## config.mk

```make
export PLATFORM = sky130hd
export DESIGN_NAME = latch_write_sequencer
export DESIGN_NICKNAME = d
export VERILOG_FILES = /design/src/rtl/latch_seq_pkg.sv /design/src/rtl/latch_write_sequencer_rr_arbiter.sv /design/src/rtl/latch_write_sequencer.sv
export SDC_FILE = /design/constraint.sdc
export NUM_CORES = 1
export LEC_CHECK = 0
export ABC_AREA = 1
export CORE_ASPECT_RATIO = 1.4
export CORE_MARGIN = 2
export CORE_UTILIZATION = 35
export CTS_BUF_LIST = sky130_fd_sc_hd__clkbuf_8
export CTS_CLUSTER_DIAMETER = 40
export DETAILED_ROUTE_END_ITERATION = 12
export GPL_TIMING_DRIVEN = 0
export PLACE_DENSITY = 0.63
export SLEW_MARGIN = 25
export SYNTH_ARGS = -nofsm -noshare
export SYNTH_HDL_FRONTEND = slang
export SYNTH_SLANG_ARGS = --single-unit
```

## constraint.sdc

```tcl
create_clock -name clk -period 2.5 [get_ports clk]
set_clock_uncertainty 0.05 [all_clocks]
set_input_delay 0.25 -clock clk [delete_from_list [all_inputs] [get_ports clk]]
set_output_delay 0.25 -clock clk [all_outputs]
set_load 0.03 [all_outputs]
```

## src/rtl/latch_seq_pkg.sv

```systemverilog
// Shared definitions for the latch write sequencer: FSM state encoding and
// constant-width helpers used to size ports and counters.
package latch_seq_pkg;

  typedef enum logic [1:0] {
    IDLE   = 2'd0,
    SETUP  = 2'd1,
    ENABLE = 2'd2,
    HOLD   = 2'd3
  } state_e;

  function automatic int unsigned clog2(input int unsigned v);
    int unsigned r;
    r = 0;
    while ((64'd1 << r) < 64'(v)) r++;
    return r;
  endfunction

  function automatic int unsigned max3(input int unsigned a, input int unsigned b,
                                       input int unsigned c);
    int unsigned m;
    m = a;
    if (b > m) m = b;
    if (c > m) m = c;
    return m;
  endfunction

endpackage

```

## src/rtl/latch_write_sequencer_rr_arbiter.sv

```systemverilog
// Combinational round-robin arbiter: first asserted request at or after ptr,
// searching upward with wrap; returns one-hot grant and its index.
module rr_arbiter
  import latch_seq_pkg::*;
#(
  parameter int unsigned NREQ = 4
) (
  input  logic [NREQ-1:0]        req,
  input  logic [clog2(NREQ)-1:0] ptr,
  output logic [NREQ-1:0]        gnt,
  output logic [clog2(NREQ)-1:0] gnt_idx
);

  localparam int unsigned IW = clog2(NREQ);

  int unsigned k;
  logic        found;

  always_comb begin
    gnt     = '0;
    gnt_idx = '0;
    found   = 1'b0;
    k       = 0;
    for (int unsigned i = 0; i < NREQ; i++) begin
      k = (32'(ptr) + i) % NREQ;
      if (!found && req[k]) begin
        gnt[k]  = 1'b1;
        gnt_idx = IW'(k);
        found   = 1'b1;
      end
    end
  end

endmodule

```

## src/rtl/latch_write_sequencer.sv

```systemverilog
// Serialises requester writes into a shared level-sensitive latch bank with a
// fixed setup / enable / hold window around each enable pulse.
module latch_write_sequencer
  import latch_seq_pkg::*;
#(
  parameter int unsigned NREQ      = 4,
  parameter int unsigned DW        = 8,
  parameter int unsigned SETUP_CYC = 1,
  parameter int unsigned EN_CYC    = 2,
  parameter int unsigned HOLD_CYC  = 1
) (
  input  logic                   clk,
  input  logic                   rst_n,
  input  logic [NREQ-1:0]        req,
  input  logic [NREQ*DW-1:0]     wdata,
  output logic [DW-1:0]          latch_d,
  output logic                   latch_en,
  output logic [NREQ-1:0]        ack,
  output logic [clog2(NREQ)-1:0] gnt_id,
  output logic                   busy
);

  localparam int unsigned IW = clog2(NREQ);
  localparam int unsigned CW = clog2(max3(SETUP_CYC, EN_CYC, HOLD_CYC) + 1);
  localparam logic [CW-1:0] SETUP_LD = CW'(SETUP_CYC - 1);
  localparam logic [CW-1:0] EN_LD    = CW'(EN_CYC - 1);
  localparam logic [CW-1:0] HOLD_LD  = CW'(HOLD_CYC - 1);

  state_e            state_q, state_d;
  logic [CW-1:0]     cnt_q, cnt_d;
  logic [IW-1:0]     ptr_q, ptr_d;
  logic [IW-1:0]     gnt_id_q, gnt_id_d;
  logic [NREQ-1:0]   gnt_oh_q, gnt_oh_d;
  logic [NREQ-1:0]   ack_q, ack_d;
  logic [DW-1:0]     latch_d_q, latch_d_d;
  logic              latch_en_q, latch_en_d;
  logic              busy_q, busy_d;
  logic [NREQ-1:0]   arb_gnt;
  logic [IW-1:0]     arb_idx;
  logic [DW-1:0]     wd [NREQ];

  for (genvar i = 0; i < NREQ; i++) begin : g_wd
    assign wd[i] = wdata[i*DW +: DW];
  end

  rr_arbiter #(.NREQ(NREQ)) u_arb (
    .req     (req),
    .ptr     (ptr_q),
    .gnt     (arb_gnt),
    .gnt_idx (arb_idx)
  );

  always_comb begin
    state_d   = state_q;
    cnt_d     = cnt_q;
    ptr_d     = ptr_q;
    gnt_id_d  = gnt_id_q;
    gnt_oh_d  = gnt_oh_q;
    latch_d_d = latch_d_q;
    unique case (state_q)
      IDLE: if (|req) begin
        state_d   = SETUP;
        cnt_d     = SETUP_LD;
        gnt_id_d  = arb_idx;
        gnt_oh_d  = arb_gnt;
        latch_d_d = wd[arb_idx];
        ptr_d     = (arb_idx == IW'(NREQ - 1)) ? '0 : arb_idx + 1'b1;
      end
      SETUP: if (cnt_q == '0) begin
        state_d = ENABLE;
        cnt_d   = EN_LD;
      end else cnt_d = cnt_q - 1'b1;
      ENABLE: if (cnt_q == '0) begin
        state_d = HOLD;
        cnt_d   = HOLD_LD;
      end else cnt_d = cnt_q - 1'b1;
      HOLD: if (cnt_q == '0) state_d = IDLE;
      else cnt_d = cnt_q - 1'b1;
    endcase
    // Outputs are decoded from the next state so each one leaves a flop directly.
    latch_en_d = (state_d == ENABLE);
    busy_d     = (state_d != IDLE);
    ack_d      = (state_d == HOLD && cnt_d == '0) ? gnt_oh_d : '0;
  end

  always_ff @(posedge clk or negedge rst_n) begin
    if (!rst_n) begin
      state_q    <= IDLE;
      cnt_q      <= '0;
      ptr_q      <= '0;
      gnt_id_q   <= '0;
      gnt_oh_q   <= '0;
      ack_q      <= '0;
      latch_d_q  <= '0;
      latch_en_q <= 1'b0;
      busy_q     <= 1'b0;
    end else begin
      state_q    <= state_d;
      cnt_q      <= cnt_d;
      ptr_q      <= ptr_d;
      gnt_id_q   <= gnt_id_d;
      gnt_oh_q   <= gnt_oh_d;
      ack_q      <= ack_d;
      latch_d_q  <= latch_d_d;
      latch_en_q <= latch_en_d;
      busy_q     <= busy_d;
    end
  end

  assign latch_d  = latch_d_q;
  assign latch_en = latch_en_q;
  assign ack      = ack_q;
  assign gnt_id   = gnt_id_q;
  assign busy     = busy_q;

endmodule

```

# After elaboration in Yosys (flattened, before gate mapping)
# Index checks and enable logic that the tools add are counted.
[totals]
in_bits = 38
elab_cells = 94
ff_bits = 26
output_inout_bits = 16
[classes]
n_eq_ne = 6
reduce_logical = 17
n_bitwise = 4
order_cmp = 9
n_mux = 44
n_addsub = 5
[ops]
columns = ["operator", "count"]
rows = [
  ["4-bit 2-to-1 mux", 7],
  ["2-bit 2-to-1 mux", 13],
  ["8-bit binary-select mux with 2-bit select", 1],
  ["8-bit 2-to-1 mux", 2],
  ["2-bit case mux with 4 select lines", 2],
  ["2-bit by 3-bit < comparator with 1-bit output (second input constant)", 4],
  ["4-bit OR", 3],
  ["1-bit 2-to-1 mux", 11],
  ["2-bit == test (second input constant)", 5],
  ["1-bit binary-select mux with 2-bit select", 4],
  ["1-bit demux with 2-bit select", 4],
  ["2-bit by 1-bit >= comparator with 1-bit output (second input constant)", 4],
  ["1-bit logical AND", 8],
  ["2-bit logical NOT", 3],
  ["2-bit by 1-bit adder with 2-bit output (second input constant)", 2],
  ["2-bit adder (second input constant)", 2],
  ["4-bit OR reduction", 1],
  ["3-bit >= comparator (second input constant)", 1],
  ["1-bit logical NOT", 3],
  ["2-bit NOT with 3-bit output", 1],
  ["2-bit by 1-bit == test with 1-bit output (second input constant)", 1],
  ["2-bit AND reduction", 1],
  ["2-bit nonzero test", 1],
  ["2-bit by 1-bit subtractor with 2-bit output (second input constant)", 1],
]

# Logic depth before layout (Yosys ltp)
# Gate-level depths: netlist of the first run.
[logic_depth]
word_depth = 16
ltp_mapped = 15
ltp_nobuf = 14

# Hierarchy
# From an unflattened synthesis of the first run, not the netlist that was laid out.
[unflattened]
cells_unflattened = 257
area_unflattened_um2 = 1851.8
[by_module_without_submodules]
columns = ["mod", "instances", "cells_each", "seq_area_each_um2", "area_per_inst_um2"]
rows = [
  ["latch_write_sequencer", 1, 175, 650.6, 1336.3],
  ["rr_arbiter", 1, 82, 0.0, 515.5],
]

# Least setup slack after synthesis of the first run
# Ideal clock, no wire load.
[synth_timing]
kind = "flip-flop to flip-flop"
start = "register ptr_q[0]"
end = "register ptr_q[0]"
stages_incl_launch_ff = 14
setup_ns = 0.119
required_time_ns = 2.331
n_path_buf = 1
arrival_ns = 1.951
slack_ns = 0.380
synth_period_minus_slack_ns = 2.120
cell_sequence = "dfrtp_1 -> inv_2 -> ha_1 -> inv_1 -> nand3_1 -> nand2_1 -> nor2_2 -> nand2_1 -> nand2_1 -> nand2_4 -> nand2_4 -> buf_6 -> nand2_1 -> o21a_1"
[synth_via]
elab_chain_cells = 14
word_cells_on_any_way = 27
cone_classes = "4 x add/sub; 1 x eq/ne; 16 x mux; 6 x reduce/logical"
[synth_rtl]
columns = ["element", "line_no", "source"]
rows = [
  ["start: declaration", "latch_write_sequencer.sv:31", "logic [IW-1:0] ptr_q, ptr_d;"],
  ["start signal: assignment", "latch_write_sequencer.sv:100", "ptr_q <= ptr_d;"],
  ["branches (longest 11 deep; another with 2-bit by 1-bit adder with 2-bit output)", "-", ""],
  ["2-bit 2-to-1 mux *", "latch_write_sequencer_rr_arbiter.sv:26", "if (!found && req[k]) begin"],
  ["2-bit by 1-bit adder with 2-bit output or 2-bit == test (tied branches)", "latch_write_sequencer.sv:67", "ptr_d = (arb_idx == IW'(NREQ - 1)) ? '0 : arb_idx + 1'b1;"],
  ["2-bit 2-to-1 mux *", "latch_write_sequencer.sv:67", ""],
]
# Every way passes the cells marked *. The select of a mux whose other input is x is not followed.
# A chain may end at the register's enable or synchronous reset.

# Worst setup path in the final report of the first run
[layout_timing]
start = "register ptr_q[0]"
end = "register latch_d_q[5], in the netlist latch_d[5]"
[layout_via]
elab_chain_cells = 16
word_cells_on_any_way = 28
cone_classes = "3 x add/sub; 18 x mux; 1 x bitwise; 6 x reduce/logical"
[layout_rtl]
columns = ["element", "line_no", "source"]
rows = [
  ["branches (longest 11 deep; another with 2-bit by 1-bit adder with 2-bit output)", "-", ""],
  ["2-bit 2-to-1 mux *", "latch_write_sequencer_rr_arbiter.sv:26", ""],
  ["2-bit NOT with 3-bit output (not written as such) *", "latch_write_sequencer.sv:66", "latch_d_d = wd[arb_idx];"],
  ["8-bit binary-select mux with 2-bit select *", "latch_write_sequencer.sv:66", ""],
  ["8-bit 2-to-1 mux (not written as such) * (2 in a row)", "latch_write_sequencer.sv:66", ""],
  ["end signal: assignment", "latch_write_sequencer.sv:104", "latch_d_q <= latch_d_d;"],
  ["end: declaration", "latch_write_sequencer.sv:35", "logic [DW-1:0] latch_d_q, latch_d_d;"],
]
# Marked as above.

==> impl_metrics.tcl, run 1 <==
set metrics [dict create \
    fin_tns_setup_ps 0 \
    grt_setup_unrepaired "no" \
    setup_viol 0 \
    gp_congestion 0.850 \
    clock_path_buffers 2 \
    critPathBufInv 3 \
    synth_cell_types 27 \
    routed_wl_um 4320 \
    yosysSeqAreaShare_pct 38.4 \
    yosysMostFrequentCell "nand2_1" \
    max_cap_violations 0 \
    die_width_um 62.8 \
    worstPathArrival_ps 2340 \
    power_mw 3.39 \
    reg2reg_depth 15 \
    n_fill_cell 495 \
    reg2reg_slack_ps 270 \
    area.growth.synth_to_final_pct 44.5 \
    initial_core_util_pct 35.5 \
    p_per_area_nw_per_um2 1390 \
    path_cells "inv_2, ha_4, inv_1, nand3_1, nand2_1, nor2_4, nand2_1, nand2_1, nand2_4, nand2_4, buf_6, nand2_1, nand2_1, nand2_1, nand3_1" \
    clk_pin_slew_ps 90 \
    power_leakage_nw 1.19 \
    syn_area_um2 1690 \
    cts_max_level 1 \
    ys_seq_elements 26 \
    status "finished clean" \
    dieArea_um2 5420 \
    slowest_stage "dfrtp_2" \
    clk_latency_ps 270 \
    synth-async-reset-ratio_pct 100 \
    r2r-start "ptr_q[0]" \
    synth_cells 247 \
    antenna_cells 0 \
    worstMarginPinSlew_ps 625 \
    synth_top_cell_area_share_pct 38.4 \
    yosys_warnings 0 \
    crit_required_ps 2610 \
    r2r_end "latch_d[5]" \
    cp-start-kind "flip-flop" \
    routed_via_density 4.71 \
    grt_pass1_vias 1700 \
    coreArea_um2 4770 \
    grt_pass1_wl_um 7410 \
    critPathCaptureType "flip-flop" \
    cts_sinks 26 \
    io_buffers 53 \
    avgSynthCellArea_um2 6.86 \
    hold_ws_ps 458 \
    ant_nets 0 \
    die_h_um 86.3 \
    yosys-top-cells-count "nand2_1, nand3_1, dfrtp_1" \
    slowest_delay_ps 460 \
    cp_common_cell "nand2_1" \
    io_pins 54 \
    route.detailed.drc 0 \
    crit_fanout 10 \
    period_share_pct 89.3 \
    hpwl_um 3330 \
    rows 30 \
    grt_overflow 0 \
    drtIter0Drc 30 \
    setup_ws_ps 268 \
    path_class "flip-flop to flip-flop" \
    grt.total_usage_pct 17.3 \
    finalMaxSlewViolations 0 \
    synth-main-ff-cell "dfrtp_1" \
    ir_drop_v 0.000632 \
    maxSlewHeadroom_pct 57.9 \
    fmax_mhz 448 \
    wire_per_inst_um 11.5 \
    synth_edf_count 0 \
    syn_nets 291 \
    grt_max_degree 27 \
    min_path_type "input pin to asynchronous set/reset pin" \
    cp.depth 15 \
    root_buffer "clkbuf_8" \
    fin_crit_ps 2230 \
    synth_area_leaders "dfrtp_1, nand2_1, nand3_1" \
    synth_area_leader_cell "dfrtp_1" \
    dp_worst_setup_slack_ps -40.6 \
    antenna_found_initial 0 \
    cts_buffers 3 \
    finalHoldViolCount 0 \
    layout-drive-gt1-share_pct 9.35 \
    drt_first_pass_iters 4 \
    crit_family "simple AND/OR/NAND/NOR gates" \
    vias 1760 \
    fin_nets 355 \
    cts_tree "built" \
]
==> what timing repair did <==
action,4_1_cts,5_1_grt
hold endpoints to repair,26,0
setup endpoints to repair,9,19
hold buffers,1,0
gates cloned,0,0
resized for setup,1,4
buffers inserted,0,5
==> sequential cells by signal, summed over array words and instances, names as in the netlist <==
| name | count |
|---|---|
| latch_d | 8 |
| ack | 4 |
| gnt_oh_q | 4 |
| cnt_q | 2 |
| gnt_id | 2 |
| ptr_q | 2 |
| state_q | 2 |
| busy | 1 |
| latch_en | 1 |
==> report_power, final <==
part           internal, mW  switching [mW]
logic                 0.870            1.46
clock network         0.214           0.134
registers             0.610           0.101
==> final cells by class <==
cell class | count | area (um2) | area share [%]
Inverter | 22 | 82.6 | 3.37
Clock inverter | 1 | 30.0 | 1.23
Tap cell | 64 | 80.1 | 3.27
Buffer | 5 | 31.3 | 1.28
Multi-Input combinational cell | 194 | 951 | 38.9
Timing Repair Buffer | 59 | 578 | 23.6
Clock buffer | 3 | 41.3 | 1.69
Sequential cell | 26 | 653 | 26.7
==> worst max path at each step <==
stage / end / from / slack [ps]
after global routing: latch_d[5] / ptr_q[0] / 80
final: latch_d[5] / ptr_q[0] / 270
after global placement: ptr_q[0] / ptr_q[0] / -30
after floorplan: ptr_q[0] / ptr_q[0] / 380
after CTS: ptr_q[0] / ptr_q[1] / 40
after detailed placement: ptr_q[0] / ptr_q[0] / -40
==> through the flow <==
| stage | instance area (um2) | utilization (%) | cells |
|---|---|---|---|
| detailed placement | 2300 | 48.2 | 364 |
| CTS | 2380 | 50.0 | 369 |
| global route | 2450 | 51.3 | 374 |
| global placement | 2300 | 48.3 | 364 |
| floorplan | 1690 | - | 247 |
| finish | 2450 | 51.3 | 374 |
==> cells in the final DEF, fill, tap and decap left out, types with 3 or more instances in the layout <==
cell	Yosys	routed
nand2_1	103	103
clkdlybuf4s50_1	0	52
nand3_1	36	36
dfrtp_1	26	24
inv_1	20	20
nor2_1	19	19
o21ai_0	8	8
buf_4	1	5
ha_1	6	5
nand2_2	3	3
nand4_1	3	3
clkbuf_8	0	3
==> logic make-up after synthesis <==
group / synth area share (%)
simple gates: 44.9
buf+inv: 6.72
compound gates: 5.02
flops: 38.4
fa+ha+maj: 4.43
xor+xnor: 0.517
==> metal layers <==
| layer | share of wire, % | global-route usage, % |
|---|---|---|
| met1 | 39 | 19.5 |
| met2 | 56 | 33.1 |
| met3 | 4.3 | 2.99 |
| met4 | 0.67 | 4.85 |
| met5 | 0 | 0 |
==> worst reg2reg max path, delay by kind of cell, from the launching register on <==
| family | cells | cell delay [ps] |
|---|---|---|
| adder cells (fa/ha/maj) | 1 | 260 |
| buffers and inverters | 3 | 470 |
| flip-flops | 1 | 460 |
| AND/OR/NAND/NOR | 11 | 890 |
Power figures use the tool's default switching activity.
==> run 2: changes to the inputs <==
CORE_MARGIN = not set   (was 2)
SLEW_MARGIN = 20   (was 25)
==> impl_metrics.tcl, run 2 (synthesized netlist as in run 1, its figures left out) <==
set metrics [dict create \
    status "finished clean" \
    ir_drop_v 0.000806 \
    gp_congestion 0.873 \
    layout_common_cells "nand2_1, clkdlybuf4s50_1, nand3_1, dfrtp_1, inv_1" \
    slowest_stage "dfrtp_2" \
    cts_tree "built" \
    cts_sinks 26 \
    area.growth.synth_to_final_pct 43.9 \
    grt_pass1_vias 1747 \
    finalMaxSlewViolations 0 \
    antenna_found_initial 0 \
    grt_overflow 0 \
    path_class "flip-flop to flip-flop" \
    critPathCaptureType "flip-flop" \
    finalHoldViolCount 0 \
    regArea_um2 653 \
    fin_crit_ps 2270 \
    routed_wl_um 4350 \
    clk_pin_slew_ps 90 \
    io_buffers 53 \
    rows 29 \
    cp_common_cell "nand2_1" \
    fin_nets 355 \
    clk_latency_ps 270 \
    root_buffer "clkbuf_8" \
    p_per_area_nw_per_um2 1400 \
    placedInstanceArea_um2 2300 \
    multiInputGateArea_um2 951 \
    drt_first_pass_iters 4 \
    path_cells "inv_2, ha_4, inv_1, nand3_1, nand2_1, nor2_4, nand2_1, nand2_1, nand2_4, nand2_4, buf_6, nand2_1, nand2_1, nand2_1, nand3_1" \
    crit_fanout 10 \
    power_leakage_nw 1.18 \
    layout-drive-gt1-share_pct 9.68 \
    grt_setup_unrepaired "no" \
    clock_path_buffers 2 \
    vias 1731 \
    dieArea_um2 5130 \
    postLayoutCellArea_um2 2440 \
    ant_nets 0 \
    slowest_delay_ps 460 \
    route.detailed.drc 0 \
    antenna_cells 0 \
    max_cap_violations 0 \
    maxSlewHeadroom_pct 57.0 \
    coreArea_um2 4610 \
    initial_core_util_pct 36.8 \
    n_fill_cell 491 \
    period_share_pct 90.7 \
    largest_register_ffs 8 \
    worstMarginPinSlew_ps 639 \
    drtIter0Drc 33 \
    grt.total_usage_pct 19.3 \
    min_path_type "input pin to asynchronous set/reset pin" \
    setup_viol 0 \
    grt_pass1_wl_um 7550 \
    io_pins 54 \
    fin_util_pct 52.9 \
    routed_via_density 4.65 \
    cts_buffers 3 \
    worstPathArrival_ps 2380 \
    die_width_um 60.8 \
    grt_max_degree 27 \
    cp-start-kind "flip-flop" \
    die_h_um 84.3 \
    wire_per_inst_um 11.7 \
    hpwl_um 3290 \
    cts_max_level 1 \
    crit_required_ps 2610 \
    fmax_mhz 441 \
    final_common_cell "nand2_1" \
]
==> run 2: stage by stage <==
step                      std cells  total power [mW]  setup slack (ps)  TNS (ps)  hold slack (ps)
after floorplan                 247              2.33               380         0            -95.6
after global placement          362              2.95             -21.1     -79.7              431
after detailed placement        362              2.97             -44.7      -211              240
after CTS                       367              3.33              20.8         0              459
after global routing            372              3.76              48.3         0              469
final                           372              3.40               232         0              455
==> run 2: critical path, delay by kind of cell, from the launching register on <==
kind,cells,cell delay (ps)
AND/OR/NAND/NOR,11,920
buffers and inverters,3,480
flip-flops,1,460
adder cells (fa/ha/maj),1,250
==> run 2: what timing repair did <==
item	CTS	global route
hold endpoints to repair	26	0
hold buffers	1	0
gates cloned	0	0
setup endpoints to repair	9	20
resized for setup	1	5
setup buffers	0	5
==> run 2: path summary, 6_finish.rpt <==
| kind | cells after the start | end | from | slack, ps |
|---|---|---|---|---|
| min | 2 | busy | rst_n | 460 |
| min in group clk | 1 | gnt_id[1] | gnt_id[1] | 460 |
| max in group asynchronous | 2 | ptr_q[1] | rst_n | 1520 |
| max | 15 | latch_d[6] | ptr_q[0] | 230 |
| min reg2reg | 1 | gnt_id[1] | gnt_id[1] | 460 |
| max reg2reg | 15 | latch_d[6] | ptr_q[0] | 230 |
==> run 2: layout make-up <==
| class | instances | share of cell area [%] |
|---|---|---|
| Multi-Input combinational cell | 194 | 39.0 |
| Sequential cell | 26 | 26.8 |
| Timing Repair Buffer | 59 | 23.4 |
| Inverter | 22 | 3.39 |
| Tap cell | 62 | 3.18 |
| Clock buffer | 3 | 1.69 |
| Buffer | 5 | 1.28 |
| Clock inverter | 1 | 1.23 |
==> run 2: power by group <==
part / leakage, nW / switching [mW] / internal [mW] / total [mW]
clock: 0.0357 / 0.137 / 0.214 / 0.351
combinational: 0.826 / 1.48 / 0.862 / 2.34
sequential: 0.319 / 0.101 / 0.610 / 0.711
total: 1.18 / 1.71 / 1.69 / 3.40
==> run 2: routing by layer <==
layer / GRT usage, % / share of wire [%] / up-vias
met5: 0 / 0 / -
met1: 23.0 / 42 / 777
met4: 5.79 / 0.85 / 0
met2: 34.6 / 54 / 42
li1: - / - / 908
met3: 2.62 / 3.4 / 4
==> run 3: changes to the inputs <==
CORE_UTILIZATION = 48   (was 35)
CTS_CLUSTER_SIZE = 25   (was not set)
PLACE_DENSITY = 0.83   (was 0.63)
==> impl_metrics.tcl, run 3 (synthesized netlist as in run 1, its figures left out) <==
set metrics [dict create \
    r2r_end "latch_d[0]" \
    routed_wl_um 4230 \
    cts_tree "built" \
    initial_core_util_pct 50.1 \
    multiInputGateArea_um2 951 \
    crit_required_ps 2620 \
    route.detailed.drc 0 \
    gp_congestion 0.861 \
    fin_crit_ps 2280 \
    pwr-share-clk_pct 10.4 \
    largest_register_ffs 8 \
    power_mw 3.39 \
    endpoint "latch_d[0]" \
    fin_nets 353 \
    max_cap_violations 0 \
    n_fill_cell 273 \
    die_width_um 52.2 \
    reg2reg_slack_ps 220 \
    grt_pass1_wl_um 7250 \
    grt_overflow 0 \
    maxSlewHeadroom_pct 53.1 \
    power_leakage_nw 1.17 \
    p_seq_share_pct 21.2 \
    coreArea_um2 3380 \
    worstMarginPinSlew_ps 697 \
    die_h_um 72.3 \
    finalMaxSlewViolations 0 \
    fmax_mhz 439 \
    slowest_delay_ps 480 \
    p_per_area_nw_per_um2 1410 \
    antenna_found_initial 0 \
    io_buffers 53 \
    clk_latency_ps 280 \
    io_pins 54 \
    cp_common_cell "nand2_1" \
    finalHoldViolCount 0 \
    dp_worst_setup_slack_ps 2.04 \
    clock_path_buffers 2 \
    drt_first_pass_iters 4 \
    cts_sinks 26 \
    grt_setup_unrepaired "no" \
    cp-start-kind "flip-flop" \
    intPower_mw 1.68 \
    final_common_cell "nand2_1" \
    setup_ws_ps 220 \
    antenna_cells 0 \
    crit_fanout 10 \
    crit_family "simple AND/OR/NAND/NOR gates" \
    layout-drive-gt1-share_pct 9.09 \
    critPathCaptureType "flip-flop" \
    worstPathArrival_ps 2400 \
    reg2reg_depth 13 \
    grt.total_usage_pct 25.2 \
    path_class "flip-flop to flip-flop" \
    fin_cells 348 \
    cts_buffers 3 \
    slowest_stage "dfrtp_2" \
    vias 1776 \
    regArea_um2 653 \
    placed_cells 340 \
    grt_pass1_vias 1717 \
    startpoint "ptr_q[0]" \
    netSwitchingPower_mw 1.72 \
    cp.depth 13 \
    p_sw_share_pct 50.6 \
    min_path_type "input pin to asynchronous set/reset pin" \
    wire_per_inst_um 12.1 \
    power.combinational.fraction_pct 68.4 \
    drtIter0Drc 66 \
    critPathBufInv 2 \
    cts_max_level 1 \
    ir_drop_v 0.000898 \
    layout_common_cells "nand2_1, clkdlybuf4s50_1, nand3_1, dfrtp_1, inv_1" \
    routed_via_density 5.10 \
    grt_max_degree 27 \
    clk_pin_slew_ps 90 \
    rows 25 \
    status "finished clean" \
    dieArea_um2 3770 \
    path_cells "inv_2, nand2_1, nand3_1, nand2_2, nor2_4, nand2_1, nand2_4, nand2_4, buf_6, nand2_1, nand2_1, nand2_1, nand3_1" \
    ant_nets 0 \
    fin_tns_setup_ps 0 \
    r2r-start "ptr_q[0]" \
    setup_viol 0 \
    area.growth.synth_to_final_pct 41.5 \
    period_share_pct 91.2 \
    hpwl_um 3210 \
    root_buffer "clkbuf_8" \
]
==> run 3: final cells by class <==
cell class,count,area share (%)
timing repair buffer,57,23.3
sequential,26,27.2
clock inverter,1,1.25
clock buffer,3,1.72
buffer,5,1.30
tap,40,2.09
inverter,22,3.44
multi-input combinational,194,39.7
==> run 3: per-layer routing <==
layer,wire length [um],part of all wire (%),GRT usage [%],vias up
met1,1700,40,29.5,809
met2,2270,54,46.0,52
met5,0,0,0,-
li1,-,-,-,906
met3,157,3.7,2.52,9
met4,94,2.2,9.65,0
==> run 3: worst min-delay path by stage <==
| stage | startpoint | end | slack, ps | depth (start not counted) |
|---|---|---|---|---|
| finish | rst_n | ack[0] | 440 | 2 |
| global route | gnt_id[0] | gnt_id[0] | 470 | 2 |
| CTS | gnt_id[1] | gnt_id[1] | 450 | 1 |
| detailed placement | rst_n | ack[0] | 230 | 1 |
| global placement | gnt_id[0] | gnt_id[0] | 430 | 2 |
| floorplan | rst_n | ack[0] | -100 | 0 |
==> run 3: power by group through the flow <==
stage	clock network, mW	registers (mW)	logic [mW]
CTS	0.356	0.730	2.23
global route	0.373	0.738	2.62
detailed placement	0	0.734	2.21
global placement	0	0.730	2.16
floorplan	0	0.904	1.42
finish	0.352	0.719	2.32
==> run 3: per-stage QoR <==
| stage | hold slack (ps) | cell area, um2 | util (%) |
|---|---|---|---|
| global route | 471 | 2400 | 71.0 |
| detailed placement | 233 | 2270 | 67.2 |
| CTS | 454 | 2350 | 69.6 |
| floorplan | -95.6 | 1690 | - |
| global placement | 428 | 2270 | 67.3 |
| finish | 440 | 2400 | 71.0 |
==> run 3: timing repair <==
item                                    CTS  global route
hold buffers                              1             0
resized for setup                         1             4
endpoints found under the setup margin    3            19
hold endpoints to repair                 26             0
cloned                                    0             0
buffers inserted                          0             3
